**src/rtl/pc_gen_if.sv**
```systemverilog
// Fetch-stage redirect/control bundle between the pipeline control logic
// (master) and the program-counter generator (slave).
interface pc_gen_if #(
   parameter int XLEN = 32
);
   logic            stall;
   logic            exception;
   logic            branch_taken;
   logic [XLEN-1:0] branch_target;
   logic            ret;
   logic            jump;
   logic [XLEN-1:0] jump_target;
   logic            call;
   logic [XLEN-1:0] pc;
   logic [XLEN-1:0] pc_next;
   logic            ras_empty;
   logic            ras_full;
   logic            misalign_err;

   modport master (
      output stall, exception, branch_taken, branch_target,
             ret, jump, jump_target, call,
      input  pc, pc_next, ras_empty, ras_full, misalign_err
   );

   modport slave (
      input  stall, exception, branch_taken, branch_target,
             ret, jump, jump_target, call,
      output pc, pc_next, ras_empty, ras_full, misalign_err
   );
endinterface

```
**src/rtl/pc_gen.sv**
```systemverilog
// Registered program-counter generator with fixed-priority redirect
// selection, stall handling and a circular return-address stack.
module pc_gen #(
   parameter int              XLEN       = 32,
   parameter int              INST_BYTES = 4,
   parameter logic [XLEN-1:0] RESET_VEC  = 32'h0000_0000,
   parameter logic [XLEN-1:0] EXC_VEC    = 32'h0000_0180,
   parameter int              RAS_DEPTH  = 4
) (
   input logic   clk,
   input logic   rst_n,
   pc_gen_if.slave bus
);
   localparam int              PTR_W      = $clog2(RAS_DEPTH);
   localparam int              CNT_W      = $clog2(RAS_DEPTH + 1);
   localparam logic [XLEN-1:0] ALIGN_MASK = XLEN'(INST_BYTES - 1);
   localparam logic [CNT_W-1:0] CNT_FULL  = CNT_W'(RAS_DEPTH);

   logic [XLEN-1:0]  pc_reg;
   logic [XLEN-1:0]  pc_sel;
   logic [XLEN-1:0]  pc_seq;
   logic             misalign_reg;
   logic             misalign_next;

   // ptr_reg is the next slot to write; the top of stack sits one below it.
   logic [XLEN-1:0]  ras_mem [RAS_DEPTH];
   logic [PTR_W-1:0] ptr_reg;
   logic [PTR_W-1:0] ptr_next;
   logic [PTR_W-1:0] top_idx;
   logic [CNT_W-1:0] cnt_reg;
   logic [CNT_W-1:0] cnt_next;
   logic             ras_nonempty;
   logic             ret_wins;
   logic             do_pop;
   logic             do_push;
   logic             ras_wr_en;
   logic [PTR_W-1:0] ras_wr_idx;
   logic             is_redirect;

   assign pc_seq       = pc_reg + XLEN'(INST_BYTES);
   assign top_idx      = ptr_reg - PTR_W'(1);
   assign ras_nonempty = (cnt_reg != '0);
   assign do_pop       = ret_wins && ras_nonempty;
   assign do_push      = bus.call && !bus.stall && !bus.exception;

   // Next-PC selection by fixed priority; stall freezes everything except an exception.
   always_comb begin
      pc_sel        = pc_reg;
      misalign_next = misalign_reg;
      ret_wins      = 1'b0;
      is_redirect   = 1'b0;
      if (bus.exception) begin
         pc_sel        = EXC_VEC;
         misalign_next = 1'b0;
      end else if (!bus.stall) begin
         if (bus.branch_taken) begin
            pc_sel      = bus.branch_target;
            is_redirect = 1'b1;
         end else if (bus.ret) begin
            ret_wins    = 1'b1;
            pc_sel      = ras_nonempty ? ras_mem[top_idx] : bus.jump_target;
            is_redirect = 1'b1;
         end else if (bus.jump) begin
            pc_sel      = bus.jump_target;
            is_redirect = 1'b1;
         end else begin
            pc_sel = pc_seq;
         end
         // Only computed targets can be misaligned; the sequential path keeps the flag.
         if (is_redirect) begin
            misalign_next = |(pc_sel & ALIGN_MASK);
         end
      end
   end

   // RAS bookkeeping: a simultaneous push and pop overwrites the old top in place.
   always_comb begin
      ptr_next   = ptr_reg;
      cnt_next   = cnt_reg;
      ras_wr_en  = 1'b0;
      ras_wr_idx = ptr_reg;
      if (do_push && do_pop) begin
         ras_wr_en  = 1'b1;
         ras_wr_idx = top_idx;
      end else if (do_push) begin
         ras_wr_en  = 1'b1;
         ras_wr_idx = ptr_reg;
         ptr_next   = ptr_reg + PTR_W'(1);
         if (cnt_reg != CNT_FULL) begin
            cnt_next = cnt_reg + CNT_W'(1);
         end
      end else if (do_pop) begin
         ptr_next = top_idx;
         cnt_next = cnt_reg - CNT_W'(1);
      end
   end

   // PC, RAS pointer/count and misalignment flag registers.
   always_ff @(posedge clk or negedge rst_n) begin
      if (!rst_n) begin
         pc_reg       <= RESET_VEC;
         ptr_reg      <= '0;
         cnt_reg      <= '0;
         misalign_reg <= 1'b0;
      end else begin
         pc_reg       <= pc_sel;
         ptr_reg      <= ptr_next;
         cnt_reg      <= cnt_next;
         misalign_reg <= misalign_next;
      end
   end

   // RAS storage; contents need no reset since the count guards every read.
   always_ff @(posedge clk) begin
      if (ras_wr_en) begin
         ras_mem[ras_wr_idx] <= pc_seq;
      end
   end

   assign bus.pc           = pc_reg;
   assign bus.pc_next      = pc_seq;
   assign bus.ras_empty    = (cnt_reg == '0);
   assign bus.ras_full     = (cnt_reg == CNT_FULL);
   assign bus.misalign_err = misalign_reg;
endmodule

```
**src/flat_wrapper.sv**
```systemverilog
// flat-port wrapper written by rule: the top's interface ports become plain ports
module pc_gen_flat 
#(
   parameter int              XLEN       = 32,
   parameter int              INST_BYTES = 4,
   parameter logic [XLEN-1:0] RESET_VEC  = 32'h0000_0000,
   parameter logic [XLEN-1:0] EXC_VEC    = 32'h0000_0180,
   parameter int              RAS_DEPTH  = 4
)
  (clk, rst_n, bus_stall, bus_exception, bus_branch_taken, bus_branch_target, bus_ret, bus_jump, bus_jump_target, bus_call, bus_pc, bus_pc_next, bus_ras_empty, bus_ras_full, bus_misalign_err);
  pc_gen_if #(.XLEN(XLEN)) bus_i ();
  input logic clk;
  input logic rst_n;
  input wire logic [$bits(bus_i.stall)-1:0] bus_stall;
  input wire logic [$bits(bus_i.exception)-1:0] bus_exception;
  input wire logic [$bits(bus_i.branch_taken)-1:0] bus_branch_taken;
  input wire logic [$bits(bus_i.branch_target)-1:0] bus_branch_target;
  input wire logic [$bits(bus_i.ret)-1:0] bus_ret;
  input wire logic [$bits(bus_i.jump)-1:0] bus_jump;
  input wire logic [$bits(bus_i.jump_target)-1:0] bus_jump_target;
  input wire logic [$bits(bus_i.call)-1:0] bus_call;
  output wire logic [$bits(bus_i.pc)-1:0] bus_pc;
  output wire logic [$bits(bus_i.pc_next)-1:0] bus_pc_next;
  output wire logic [$bits(bus_i.ras_empty)-1:0] bus_ras_empty;
  output wire logic [$bits(bus_i.ras_full)-1:0] bus_ras_full;
  output wire logic [$bits(bus_i.misalign_err)-1:0] bus_misalign_err;
  assign bus_i.stall = bus_stall;
  assign bus_i.exception = bus_exception;
  assign bus_i.branch_taken = bus_branch_taken;
  assign bus_i.branch_target = bus_branch_target;
  assign bus_i.ret = bus_ret;
  assign bus_i.jump = bus_jump;
  assign bus_i.jump_target = bus_jump_target;
  assign bus_i.call = bus_call;
  assign bus_pc = bus_i.pc;
  assign bus_pc_next = bus_i.pc_next;
  assign bus_ras_empty = bus_i.ras_empty;
  assign bus_ras_full = bus_i.ras_full;
  assign bus_misalign_err = bus_i.misalign_err;
  pc_gen #(.XLEN(XLEN), .INST_BYTES(INST_BYTES), .RESET_VEC(RESET_VEC), .EXC_VEC(EXC_VEC), .RAS_DEPTH(RAS_DEPTH)) u_core (.clk(clk), .rst_n(rst_n), .bus(bus_i));
endmodule
```
**config.mk**
```make
export PLATFORM = sky130hd
export DESIGN_NAME = pc_gen_flat
export DESIGN_NICKNAME = d
export VERILOG_FILES = /design/src/rtl/pc_gen_if.sv /design/src/rtl/pc_gen.sv /design/src/flat_wrapper.sv
export SDC_FILE = /design/constraint.sdc
export NUM_CORES = 1
export LEC_CHECK = 0
export CAP_MARGIN = 20
export CORE_MARGIN = 5
export CORE_UTILIZATION = 46
export DETAILED_ROUTE_END_ITERATION = 8
export GPL_ROUTABILITY_DRIVEN = 0
export HOLD_SLACK_MARGIN = 0.02
export PLACE_DENSITY = 0.78
export SKIP_CTS_REPAIR_TIMING = 1
export SLEW_MARGIN = 20
export SYNTH_ARGS = -nofsm -noshare
export SYNTH_HDL_FRONTEND = slang
export SYNTH_SLANG_ARGS = --single-unit
```
**constraint.sdc**
```tcl
create_clock -name clk -period 5.7 [get_ports clk]
set_input_delay 0.57 -clock clk [delete_from_list [all_inputs] [get_ports clk]]
set_output_delay 0.57 -clock clk [all_outputs]
set_load 0.03 [all_outputs]
```
=== Word-level counts from Yosys, hierarchy flattened ===
Memories as Yosys holds them, arrays and structs flattened.
Cells that the tools add are included.

* Equality and inequality tests: 4
* Add/sub/neg operators: 5
* Reductions and logical operators: 14
* Multiplexer cells: 30
* Bitwise logic cells: 1

{| class="wikitable"
|+ Operators by type and width
! cell !! count
|-
| two-way mux 32 bit || 8
|-
| adder 32 x 3 -> 32 bit, second input constant || 1
|-
| two-way mux 1 bit || 16
|-
| two-way mux 3 bit || 3
|-
| two-way mux 2 bit || 3
|-
| logical AND 1 bit || 4
|-
| AND reduction 2 bit || 2
|-
| nonzero test 2 bit || 2
|-
| adder 3 x 1 -> 3 bit, second input constant || 1
|-
| == test 3 bit, second input constant || 1
|-
| zero test 3 bit || 1
|-
| != test 3 bit, second input constant || 1
|-
| AND reduction 3 bit || 1
|-
| nonzero test 3 bit || 1
|-
| subtractor 3 x 1 -> 3 bit, second input constant || 1
|-
| adder 2 x 1 -> 2 bit, second input constant || 1
|-
| zero test 1 bit || 2
|-
| != test 2 x 1 -> 1 bit, second input constant || 1
|-
| != test 2 bit, second input constant || 1
|-
| OR reduction 2 bit || 1
|-
| subtractor 2 x 1 -> 2 bit, second input constant || 1
|-
| inverter 1 bit || 1
|}

* Register bits after elaboration: 38
* RAM bits: 128
* Memories: 1
* Output and inout port bits: 67
* Logic and storage cells: 59

{| class="wikitable"
|+ Memory list
! memory !! words !! bits a word !! rd ports !! clocked after memory_dff !! write ports !! RTL line !! RTL
|-
| u_core.ras_mem || 4 || 32 || 1 || 0 || 1 || pc_gen.sv:26 || <nowiki>logic [XLEN-1:0] ras_mem [RAS_DEPTH];</nowiki>
|}

=== Logic depth before layout (Yosys ltp) ===
An unclocked memory read counts as a cell.

* Depth after elaboration: 11
* Depth in mapped cells: 11
* Mapped depth without buffers: 8

=== Least setup slack after synthesis ===
Ideal clock, no wire load.

* Path kind: reg-to-reg
* Start point: register u_core.cnt_reg[0]
* End point: memory u_core.ras_mem[2][0] (enable)
* Clock period less this slack: 4707 ps
* Arrival time: 4239 ps
* Stages on the path, launching flop included: 10
* Path slack: 993 ps
* Cells stage by stage: dfrtp_1 > or3_1 > buf_2 > inv_2 > buf_2 > buf_4 > nor2_1 > ha_1 > xor2_1 > nor3b_1

* Word-level cells in the longest chain between the ends: 6

{| class="wikitable"
|+ Ends and longest elaborated chain
! item !! RTL line !! RTL
|-
| from (decl) || pc_gen.sv:30 || <nowiki>logic [CNT_W-1:0] cnt_reg;</nowiki>
|-
| from (signal assigned) || pc_gen.sv:108 || <nowiki>cnt_reg <= cnt_next;</nowiki>
|-
| nonzero test 3 bit (*) || pc_gen.sv:42 || <nowiki>assign ras_nonempty = (cnt_reg != '0);</nowiki>
|-
| logical AND 1 bit (*) || pc_gen.sv:43 || <nowiki>assign do_pop = ret_wins && ras_nonempty;</nowiki>
|-
| logical AND 1 bit (*) || pc_gen.sv:82 || <nowiki>if (do_push && do_pop) begin</nowiki>
|-
| two-way mux 1 bit || pc_gen.sv:82 ||
|-
| two-way mux 1 bit || pc_gen.sv:115 || <nowiki>if (ras_wr_en) begin</nowiki>
|-
| two-way mux 1 bit (implied by the code) || pc_gen.sv:116 || <nowiki>ras_mem[ras_wr_idx] <= pc_seq;</nowiki>
|-
| to (decl) || pc_gen.sv:26 ||
|}

Every way passes the cells marked *; elsewhere a longest branch is shown, timed or not.

=== Final worst setup path ===
* Start point: register u_core.pc_reg[2] (netlist: u_core.bus.pc[2])
* End point: output bus_pc_next[26]

* Word-level cells in the longest chain between the ends: 1

{| class="wikitable"
|+ Ends and longest elaborated chain
! item !! RTL line !! RTL
|-
| from (decl) || pc_gen.sv:19 || <nowiki>logic [XLEN-1:0] pc_reg;</nowiki>
|-
| from (signal assigned) || pc_gen.sv:106 || <nowiki>pc_reg <= pc_sel;</nowiki>
|-
| adder 32 x 3 -> 32 bit || pc_gen.sv:40 || <nowiki>assign pc_seq = pc_reg + XLEN'(INST_BYTES);</nowiki>
|-
| to (decl) || flat_wrapper.sv:23 || <nowiki>output wire logic [$bits(bus_i.pc_next)-1:0] bus_pc_next;</nowiki>
|}

No other way between the ends.

==> results.md <==
- The run finished with clean final reports.
- Before antenna repair, the detailed router went through 7 iterations.
- The die is 144.7 um wide.
- The share of the core filled with cells is roughly 59%.
- The sequential fraction of the synthesis area is 57.49%.
- The worst hold slack is 0.1282 ns.
- The worst supply voltage drop on vdd is approximately 0.24 mV.
- The number of buffers created by CTS is 17.
- The register with the most flip-flops in the layout has between 100 and 150 of them.
- After synthesis the netlist holds a flip-flop and latch count of ~170.
- The number of global-route vias before repair came to 6684.
- The estimated wirelength of the detail-placed design is around 18 mm.
- The max-slew violation count is 0.
- The depth of the CTS H-tree is 4.
- The number of buffers and inverters on the critical path is 1.
- For this block, the initial DRC count from the detailed router was 980.
- The number of max-cap violations is 0.
- The time the worst path needs with I/O delays and setup is roughly 3.8 ns.
- Setup repair after global routing left no endpoint under its margin.
- Global routing finished with a remaining overflow of 0.
- The number of ports placed on the die boundary is roughly 140.
- The number of distinct library cell variants in the gate-level netlist after synthesis is slightly below 70.
- The later-pin clock latency in the skew report is approximately 0.44 ns.
- The multi-input combinational cells in the finished layout cover a total of between 3000 and 4000 sq um.
- The total placed cells including tap cells is roughly 990.
- The TritonCTS clock tree is built.
- For this run, the number of Yosys warnings is 0.
- The final cell count without fillers is 1019.
- STA puts the critical path data required time at 5.13 ns.
- CTS saw ~170 sinks.
- The diode insertion count for antenna repair is 0.
- The wire length reported by the detailed router is around 26 mm.
- In the post-synthesis netlist, the biggest area contributors are edfxtp_1, dfrtp_1, mux4_2.
- The slew of the pin with the lowest slew margin is 0.9483 ns.
- The first global-routing pass estimated between 30 and 40 mm of wire.
- The cell with the most instances after synthesis is edfxtp_1.
- Of all nets on the critical path, the largest fanout is 7.
- Traced cell by cell, the critical path runs through ha_1 -> and4_1 -> nand3_1 -> nor4_1 -> or2_1 -> clkdlybuf4s50_1.
- Registers take ~4800 sq um.
- The initial antenna violation count is 0.
- STA classifies the critical path endpoint as a primary output.
- After layout, the design draws a total of about 3.9 mW.
- For this run, design rule violations remaining after detail routing come to 0.
- The proportion of layout cells with a drive suffix above 1 is about 15%.
- The die covers between 20000 and 25000 sq um.
- After clock tree synthesis, the clock-pin slew on the worst setup and hold paths is roughly 0.07 ns.
- The cell sitting at the root of the clock tree is a clkbuf_16.
- The post-synthesis instance total is around 650.
- Measured along the y axis, the die boundary spans approximately 140 um.
- In this run the biggest area consumer among cell types represents around 46% of the synthesized area.
- The worst slack at placement is ~1.6 ns.
- The analysis attributes to cell leakage a power of between 3 and 4 nW.
- The number of buffer cells added on primary ports is between 100 and 150.
- The count of endpoints failing setup in the final report is 0.
- The delay of the slowest cell on the worst path is 0.71 ns.
- The final worst clock skew is 0.01177 ns.
- The worst hold path belongs to the class primary input to asynchronous set/reset pin.
- After the last flow step, the layout net total stands at ~850.
- Dividing the detail-routed wire length by the instance count gives 25.90 um.
- The relative area change from synthesis to final layout is 25.58%.
- The share of the cycle needed by the critical path after routing is approximately two thirds.
- The number of vias per cell is 6.534.
- The count of antenna-violating nets left after detailed routing is 0.
- For this configuration, the core starts out at a cell density of 46.59%.
- Once layout is done, the placed cells without fillers occupy approximately 10000 sq um.
- Of all flip-flops after synthesis, the portion carrying an async set or reset was between 20 and 25%.
- The final sum of negative setup slack is 0 ns.
- The worst-case headroom to the max-slew limit is between 30% and 40%.
- Dividing the synthesized area by the synthesized cell count gives 12.91 sq um.
- The cell area after synthesis is between 8000 and 9000 sq um.
- Derived from the worst setup path, the maximum achievable clock frequency is approximately 260 MHz.
- The classification of the worst setup path is flip-flop to primary output.
- For this design, the slowest cell found on the critical path is clkdlybuf4s50_1.
- Detailed routing inserted a total of around 6700 vias.
- In the post-route analysis, the smallest setup slack over all paths is about 1.9 ns.
- The standard cell core area is between 15000 and 20000 sq um.
- In the global route stage, overall resource usage came out at 25.70%.
- The area after detailed placement is 9892 sq um.
- The kind of cell adding the most delay to the critical path is simple AND/OR/NAND/NOR gates.
- Entering global routing, the biggest net connects 42 pins.
- The commonest cells after synthesis are edfxtp_1, nand2_1, dfrtp_1.
- No sink is reached through more buffers than the 2 on the longest clock path.
- In this run the power density over the cells is between 300 and 400 nW/um^2.
- STA classifies the critical path startpoint as a flip-flop.
- The count of endpoints failing hold in the final timing report came to 0.
- The biggest area consumer among synthesized cells is edfxtp_1.
- Counting every net in the synthesized netlist gives roughly 720.
- The synthesized design contains about 130 enable-type register cells.
- The most used flip-flop cell after synthesis is edfxtp_1.
- Data on the critical path arrives at its endpoint at between 3 and 4 ns.
- The floorplan has between 40 and 50 rows.
- The total of fill cells in the finished design is 1442.
==> cell usage in the layout, fill, tap and decap left out, types with 6 or more instances in the layout <==
cell | netlist | final
nand2_1 | 73 | 73
inv_1 | 15 | 15
or2_1 | 6 | 6
nor2_1 | 27 | 25
o21ai_0 | 24 | 24
xor2_1 | 7 | 7
nand4_1 | 12 | 12
nor3_1 | 12 | 11
nand3_1 | 23 | 23
mux4_2 | 32 | 32
and3_1 | 8 | 8
a22oi_1 | 15 | 15
mux2i_1 | 9 | 9
dfrtp_1 | 38 | 37
xnor2_1 | 18 | 18
o22ai_1 | 8 | 8
a21oi_1 | 25 | 25
buf_4 | 5 | 17
nor4_1 | 6 | 6
o211ai_1 | 8 | 8
edfxtp_1 | 128 | 128
clkdlybuf4s50_1 | 0 | 137
a31oi_1 | 11 | 11
o221ai_1 | 7 | 7
clkbuf_16 | 0 | 17
==> where the power goes <==
| part | internal (mW) | total [mW] | switching [mW] |
|---|---|---|---|
| sequential | 1.43 | 1.57 | 0.140 |
| clock | 0.648 | 1.14 | 0.497 |
| combinational | 0.531 | 1.20 | 0.666 |
==> kinds of logic (layout without fill, tap and decap cells) <==
kind of cell / after synthesis / in the layout / share of synthesized area (%)
AO/OA/AOI/OAI: 144 / 144 / 12.15
XOR/XNOR: 25 / 25 / 2.625
adder cells (fa/ha/maj): 3 / 3 / 0.5400
buffers and inverters: 59 / 203 / 3.735
flip-flops: 166 / 166 / 57.49
multiplexers: 46 / 46 / 10.40
AND/OR/NAND/NOR: 203 / 203 / 13.07
==> layer usage <==
metal	global-route usage, %	vias up	part of all wire [%]
li1	-	2785	-
met1	34.15	3258	37
met2	39.48	542	46
met3	8.183	73	14
met4	10.46	0	3.1
met5	0	-	0
==> final timing paths <==
path | startpoint | endpoint | slack (ns) | cells after the start
max | u_core.bus.pc[2] | bus_pc_next[26] | 1.87 | 6
min | rst_n | u_core.bus.pc[14] | 0.13 | 1
max reg2reg | u_core.cnt_reg[0] | u_core.ras_mem[0][25] | 2.83 | 7
min reg2reg | u_core.cnt_reg[2] | u_core.cnt_reg[2] | 0.50 | 1
max in group asynchronous | rst_n | u_core.ptr_reg[0] | 5.12 | 1
min in group clk | u_core.cnt_reg[2] | u_core.cnt_reg[2] | 0.50 | 1
==> final cells by class <==
type                    instances  share of cell area (%)
clock inverters                14                   1.434
flip-flops and latches        166                   45.79
inverters                      17                  0.6092
clock buffers                  18                   4.097
well taps                     229                   2.736
multi-input cells             421                   31.02
repair buffers                154                   14.31
Note: power is estimated with default switching activity, not from simulation.
